`config.mk`:
```
export PLATFORM = sky130hd
export DESIGN_NAME = priority_arbiter_flat
export DESIGN_NICKNAME = d
export VERILOG_FILES = /design/src/rtl/arb_pkg.sv /design/src/rtl/priority_arbiter_if.sv /design/src/rtl/priority_pick.sv /design/src/rtl/priority_arbiter.sv /design/src/flat_wrapper.sv
export SDC_FILE = /design/constraint.sdc
export NUM_CORES = 1
export LEC_CHECK = 0
export BUFFER_PORTS_ARGS = -buffer_cell sky130_fd_sc_hd__buf_2
export CAP_MARGIN = 25
export CORE_UTILIZATION = 54
export DETAILED_ROUTE_END_ITERATION = 7
export HOLD_SLACK_MARGIN = 0.08
export PLACE_DENSITY = 0.86
export SYNTH_ARGS = -nofsm -noshare
export SYNTH_HDL_FRONTEND = slang
export SYNTH_SLANG_ARGS = --single-unit
```
`constraint.sdc`:
```
create_clock -name clk -period 2.2 [get_ports clk]
set_input_delay 0.11 -clock clk [delete_from_list [all_inputs] [get_ports clk]]
set_output_delay 0.11 -clock clk [all_outputs]
set_load 0.005 [all_outputs]
```
`src/rtl/arb_pkg.sv`:
```
// Shared types and constants for the priority arbiter.
package arb_pkg;

  // Arbiter FSM state, 2-bit encoding.
  typedef enum logic [1:0] {
    IDLE  = 2'd0,
    GRANT = 2'd1,
    GAP   = 2'd2
  } arb_state_t;

  // Default number of requesters.
  localparam int DEFAULT_N = 8;

  // Width of the saturating hold counter.
  localparam int HOLD_W = 8;

endpackage

```
`src/rtl/priority_arbiter_if.sv`:
```
// Requester-side bus of the priority arbiter.
//
// Handshake: a requester raises req[k] and keeps it high for as long as it
// wants the resource. The grant is valid while gnt_valid=1, and gnt/gnt_id
// then name the single owner. The owner gives the resource back either by
// dropping req[k] or by pulsing done for one cycle. Only the owner's req bit
// and done are looked at during a grant. Every release is followed by one
// GAP cycle with no grant, then an IDLE pick cycle.
interface priority_arbiter_if #(
  parameter int N = arb_pkg::DEFAULT_N
);
  localparam int IW = $clog2(N);

  logic [N-1:0]        req;
  logic                done;
  logic [N-1:0]        gnt;
  logic                gnt_valid;
  logic [IW-1:0]       gnt_id;
  logic                idle;
  arb_pkg::arb_state_t state;  // FSM state, exposed for debug

  modport master (
    output req,
    output done,
    input  gnt,
    input  gnt_valid,
    input  gnt_id,
    input  idle,
    input  state
  );

  modport slave (
    input  req,
    input  done,
    output gnt,
    output gnt_valid,
    output gnt_id,
    output idle,
    output state
  );

endinterface

```
`src/rtl/priority_pick.sv`:
```
// Combinational highest-set-bit picker: one-hot, index and any-flag.
module priority_pick #(
  parameter int N = 8
) (
  input  logic [N-1:0]         vec,
  output logic [N-1:0]         onehot,
  output logic [$clog2(N)-1:0] idx,
  output logic                 any
);

  localparam int IW = $clog2(N);

  // Ascending scan so the highest set bit overwrites lower ones.
  always_comb begin
    idx = '0;
    any = 1'b0;
    for (int i = 0; i < N; i++) begin
      if (vec[i]) begin
        idx = IW'(i);
        any = 1'b1;
      end
    end
    onehot = any ? (N'(1) << idx) : '0;
  end

endmodule

```
`src/rtl/priority_arbiter.sv`:
```
// Sequential arbiter: fixed-priority or round-robin pick, grant held until
// release (done, request drop or timeout), one-cycle turnaround gap.
module priority_arbiter
  import arb_pkg::*;
#(
  parameter int N        = DEFAULT_N,
  parameter bit RR       = 1'b1,
  parameter int MAX_HOLD = 16
) (
  input logic clk,
  input logic rst,
  priority_arbiter_if.slave bus
);

  localparam int                IW         = $clog2(N);
  localparam bit                TIMEOUT_EN = (MAX_HOLD != 0);
  localparam logic [HOLD_W-1:0] HOLD_LIMIT = HOLD_W'(MAX_HOLD);

  arb_state_t        state_q, state_n;
  logic [N-1:0]      gnt_q, gnt_n;
  logic              gnt_valid_q;
  logic [IW-1:0]     gnt_id_q, gnt_id_n;
  logic [IW-1:0]     last_q, last_n;
  logic [HOLD_W-1:0] hold_q, hold_n;

  logic [N-1:0]  below_last;
  logic [N-1:0]  masked_req;
  logic [N-1:0]  m_oh, r_oh, win_oh;
  logic [IW-1:0] m_idx, r_idx, win_idx;
  logic          m_any, r_any;
  logic          release_c;

  // Round-robin mask: only requesters strictly below the previous owner.
  always_comb begin
    below_last = '0;
    for (int i = 0; i < N; i++) begin
      below_last[i] = (i < int'(last_q));
    end
    masked_req = RR ? (bus.req & below_last) : '0;
  end

  priority_pick #(.N(N)) u_pick_masked (
    .vec    (masked_req),
    .onehot (m_oh),
    .idx    (m_idx),
    .any    (m_any)
  );

  priority_pick #(.N(N)) u_pick_raw (
    .vec    (bus.req),
    .onehot (r_oh),
    .idx    (r_idx),
    .any    (r_any)
  );

  // Prefer the masked winner; wrap around to the raw winner when empty.
  always_comb begin
    win_oh  = m_any ? m_oh  : r_oh;
    win_idx = m_any ? m_idx : r_idx;
  end

  // Any release cause ends the grant; several at once still give one GAP.
  always_comb begin
    release_c = bus.done
              | ~bus.req[gnt_id_q]
              | (TIMEOUT_EN && (hold_q == HOLD_LIMIT));
  end

  // Next-state and next-output logic of the arbiter FSM.
  always_comb begin
    state_n  = state_q;
    gnt_n    = gnt_q;
    gnt_id_n = gnt_id_q;
    last_n   = last_q;
    hold_n   = hold_q;
    case (state_q)
      IDLE: begin
        if (r_any) begin
          gnt_n    = win_oh;
          gnt_id_n = win_idx;
          last_n   = win_idx;
          hold_n   = HOLD_W'(1);
          state_n  = GRANT;
        end
      end
      GRANT: begin
        if (release_c) begin
          gnt_n   = '0;
          hold_n  = '0;
          state_n = GAP;
        end else if (hold_q != '1) begin
          hold_n = hold_q + HOLD_W'(1);
        end
      end
      GAP: begin
        gnt_n   = '0;
        state_n = IDLE;
      end
      default: begin
        gnt_n   = '0;
        state_n = IDLE;
      end
    endcase
  end

  // State and output registers; reset overrides every other input.
  always_ff @(posedge clk) begin
    if (rst) begin
      state_q     <= IDLE;
      gnt_q       <= '0;
      gnt_valid_q <= 1'b0;
      gnt_id_q    <= '0;
      last_q      <= '0;
      hold_q      <= '0;
    end else begin
      state_q     <= state_n;
      gnt_q       <= gnt_n;
      gnt_valid_q <= |gnt_n;
      gnt_id_q    <= gnt_id_n;
      last_q      <= last_n;
      hold_q      <= hold_n;
    end
  end

  assign bus.gnt       = gnt_q;
  assign bus.gnt_valid = gnt_valid_q;
  assign bus.gnt_id    = gnt_id_q;
  assign bus.idle      = (state_q == IDLE) && (bus.req == '0);
  assign bus.state     = state_q;

endmodule

```
`src/flat_wrapper.sv`:
```
// flat-port wrapper written by rule: the top's interface ports become plain ports
module priority_arbiter_flat import arb_pkg::*;
#(
  parameter int N        = DEFAULT_N,
  parameter bit RR       = 1'b1,
  parameter int MAX_HOLD = 16
)
  (clk, rst, bus_req, bus_done, bus_gnt, bus_gnt_valid, bus_gnt_id, bus_idle, bus_state);
  priority_arbiter_if #(.N(N)) bus_i ();
  input logic clk;
  input logic rst;
  input wire logic [$bits(bus_i.req)-1:0] bus_req;
  input wire logic [$bits(bus_i.done)-1:0] bus_done;
  output wire logic [$bits(bus_i.gnt)-1:0] bus_gnt;
  output wire logic [$bits(bus_i.gnt_valid)-1:0] bus_gnt_valid;
  output wire logic [$bits(bus_i.gnt_id)-1:0] bus_gnt_id;
  output wire logic [$bits(bus_i.idle)-1:0] bus_idle;
  output wire logic [$bits(bus_i.state)-1:0] bus_state;
  assign bus_i.req = bus_req;
  assign bus_i.done = bus_done;
  assign bus_gnt = bus_i.gnt;
  assign bus_gnt_valid = bus_i.gnt_valid;
  assign bus_gnt_id = bus_i.gnt_id;
  assign bus_idle = bus_i.idle;
  assign bus_state = bus_i.state;
  priority_arbiter #(.N(N), .RR(RR), .MAX_HOLD(MAX_HOLD)) u_core (.clk(clk), .rst(rst), .bus(bus_i));
endmodule
```
==> impl_metrics.toml <==
[logic_synthesis]
synth_adder_area_share = 0.0185
synth.distinct_cells = 46
syn-num-nets = 178
synth_top_family_by_area = "simple AND/OR/NAND/NOR gates"
ys_seq_area_frac = 0.326
ys_seq_elements = 22
syn-cell-area_um2 = 1350
yosysWarnings = 0
synthCells = 165
synthMuxAreaShare = 0.0556
synth_xor_area_frac = 0.0389
synth-compound-area-share = 0.186
synthSimpleGateAreaFrac = 0.322
synth.avg_cell_area_um2 = 8.18

[cts]
cts_tree = "built"
path_clk_slew_ns = 0.13
htreeDepth = 1
cts_buffers = 3
clock_latency_ns = 0.31
clock-sinks = 22
post_cts_buffers = 0
cts_buffer_depth = 2
cts_root_buffer = "clkbuf_4"

[finish]
fillers = 194
area_delta_synth_final_pct = 13.8
fin_nets = 202
antenna_cells = 0
drive_gt1_frac = 0.234

[run]
max_cap_violations = 0

[timing]
fin_skew_ns = 0.0176
finalMaxSlewViolations = 0
post-route-period-util = 0.940
tightestPinTransition_ns = 0.595
whs_ns = 0.146
final.setup.tns_ns = 0
fmax_ghz = 0.484
slew_headroom = 0.598
rsz0062_at_grt = "no"
post-route-min-period_ns = 2.07
fin_ws_ns = 0.133
hold_violations = 0
setup_viol = 0

[routing]
num_vias = 1346
ant_nets = 0
wl_um = 3140
first_pass_iters = 4
avgViaCountPerCell = 6.23
drt_iter0_markers = 54
routedWlPerCell_um = 14.5
drc = 0

[pwr]
vdd_drop_max_uv = 551
power.share.sequential = 0.406
p_total_uw = 1230
power_switching_uw = 415
swShare = 0.338
clock_power_share = 0.252
internal-power_uw = 812
p_per_area_nw_per_um2 = 798
comb_power_share = 0.342
p_leak_uw = 0.000610

[placement]
portBuffers = 25
dp_hpwl_um = 2360
pre_cts_ws_ns = 0.144
place.gp.congestion = 0.962

[floorplanning]
fp-row-count = 17
start_util = 0.593
fp.dieW_um = 52
coreArea_um2 = 2280
die-area_um2 = 2700
io_pins = 26
fp.dieH_um = 52

[critical_path]
cp_top_family = "compound AO/OA/AOI/OAI gates"
cp_cell_sequence = "buf_4 > a211oi_2 > o22ai_1 > a211oi_2 > nor3_4 > or4_1 > a21oi_1"
critPathMaxFanout = 9
required_ns = 2.43
crit_buf_inv = 1
crit_type = "register to register"
timing.rr.start = "u_core.bus.gnt_id[1]"
cp-startpoint = "u_core.bus.gnt_id[1]"
max_stage_delay_ns = 0.54
cpMostUsedCell = "a211oi_2"
cp-start-kind = "register"
slowest_stage = "or4_1"
arrival_ns = 2.30
reg2reg_slack_ns = 0.13
crit_path_end_kind = "register"

[global_routing]
grt_overflow = 0
antenna_found_initial = 0
grt_max_degree = 18
grt_pass1_vias = 1259
grt_pass1_wl_um = 5240
grtUsageTotal = 0.258

[hold_path]
hp-class = "primary input to register"
hold_start = "rst"

[run_status]
status = "complete, no violations"
-- power by group through the flow --
stage / Clock [µW] / Sequential [µW] / Combinational [µW]
global placement: 0 / 502 / 391
floorplan: 0 / 486 / 315
detailed placement: 0 / 505 / 403
global route: 327 / 504 / 464
CTS: 316 / 496 / 409
finish: 309 / 498 / 420
-- sequential cells by signal, indices dropped and copies added (netlist names) --
register and flops:
u_core.bus.state 2, u_core.bus.gnt_valid 1, u_core.bus.gnt 8, u_core.hold_q 8, u_core.bus.gnt_id 3
-- synth_stat cells, drive strengths merged --
cell	instances	share of area
nor4	3	0.014
clkbuf	2	0.0056
o211ai	2	0.011
a32oi	1	0.0065
nor2	20	0.063
mux4	2	0.039
nor2b	2	0.0093
nand2b	1	0.0046
and4	1	0.0065
buf	7	0.036
nand3	4	0.015
or3	2	0.0093
a21oi	17	0.063
o21bai	1	0.0056
o22a	1	0.0074
a211oi	3	0.024
or4	1	0.0056
a22oi	1	0.0056
and3	1	0.0046
nor3	9	0.044
and2	2	0.0093
o22ai	2	0.0093
or3b	2	0.013
xnor2	6	0.039
inv	4	0.011
ha	2	0.019
o32a	1	0.0074
nand4	6	0.028
nor3b	2	0.019
dfxtp	22	0.33
nand2	21	0.058
a31oi	1	0.0046
a21o	3	0.017
nand3b	2	0.011
o21ai	5	0.019
a41oi	1	0.0065
mux2i	1	0.017
nor4bb	1	0.0074
-- per-layer routing --
| metal | vias up | GRT usage | part of all wire |
|---|---|---|---|
| li1 | 647 | - | - |
| met1 | 648 | 0.308 | 0.42 |
| met2 | 47 | 0.457 | 0.51 |
| met3 | 4 | 0.0526 | 0.055 |
| met4 | 0 | 0.0811 | 0.011 |
| met5 | - | 0 | 0 |
-- layout by cell type, fill, tap and decap left out, drive strengths merged, types with 2 or more instances in the layout --
cell type / n
mux4: 2
nand3: 4
o211ai: 2
nor2: 20
clkbuf: 3
nand3b: 2
buf: 28
nor3: 9
a211oi: 3
nor2b: 2
nor4: 3
nand2: 21
nor3b: 2
o22ai: 2
ha: 2
and2: 2
a21o: 3
o21ai: 5
a21oi: 17
xnor2: 6
or3b: 2
dfxtp: 22
inv: 4
nand4: 6
or3: 2
-- kinds of logic after synthesis --
group | count (synthesis)
buf+inv | 13
mux | 3
flops | 22
fa+ha+maj | 2
simple gates | 80
xor+xnor | 6
compound gates | 39
-- metrics by stage --
stage          cell area (µm²)  utilization  cells
2_1_floorplan             1350            -    165
3_3_place_gp              1480        0.649    212
3_5_place_dp              1480        0.649    212
4_1_cts                   1530        0.672    216
5_1_grt                   1540        0.675    216
6_report                  1540        0.675    216
-- final timing paths --
kind                                              to  cells after the start
worst min-delay path            u_core.bus.gnt_valid                      2
worst min register to register     u_core.bus.gnt[7]                      2
worst max register to register     u_core.bus.gnt[1]                      7
worst max-delay path               u_core.bus.gnt[1]                      7
-- area by class of cell --
type | count | area [µm²] | share of cell area
multi-input cells | 130 | 845 | 0.550
flip-flops and latches | 22 | 442 | 0.287
repair buffers | 28 | 148 | 0.0961
well taps | 28 | 35.0 | 0.0228
clock inverters | 1 | 30.0 | 0.0195
clock buffers | 3 | 22.5 | 0.0147
inverters | 4 | 15.0 | 0.00977
-- repair_timing --
item / CTS / global route
hold buffers: 0 / 0
setup endpoints to repair: 0 / 4
resized for setup: 0 / 2
(Power assumes the default switching activity.)
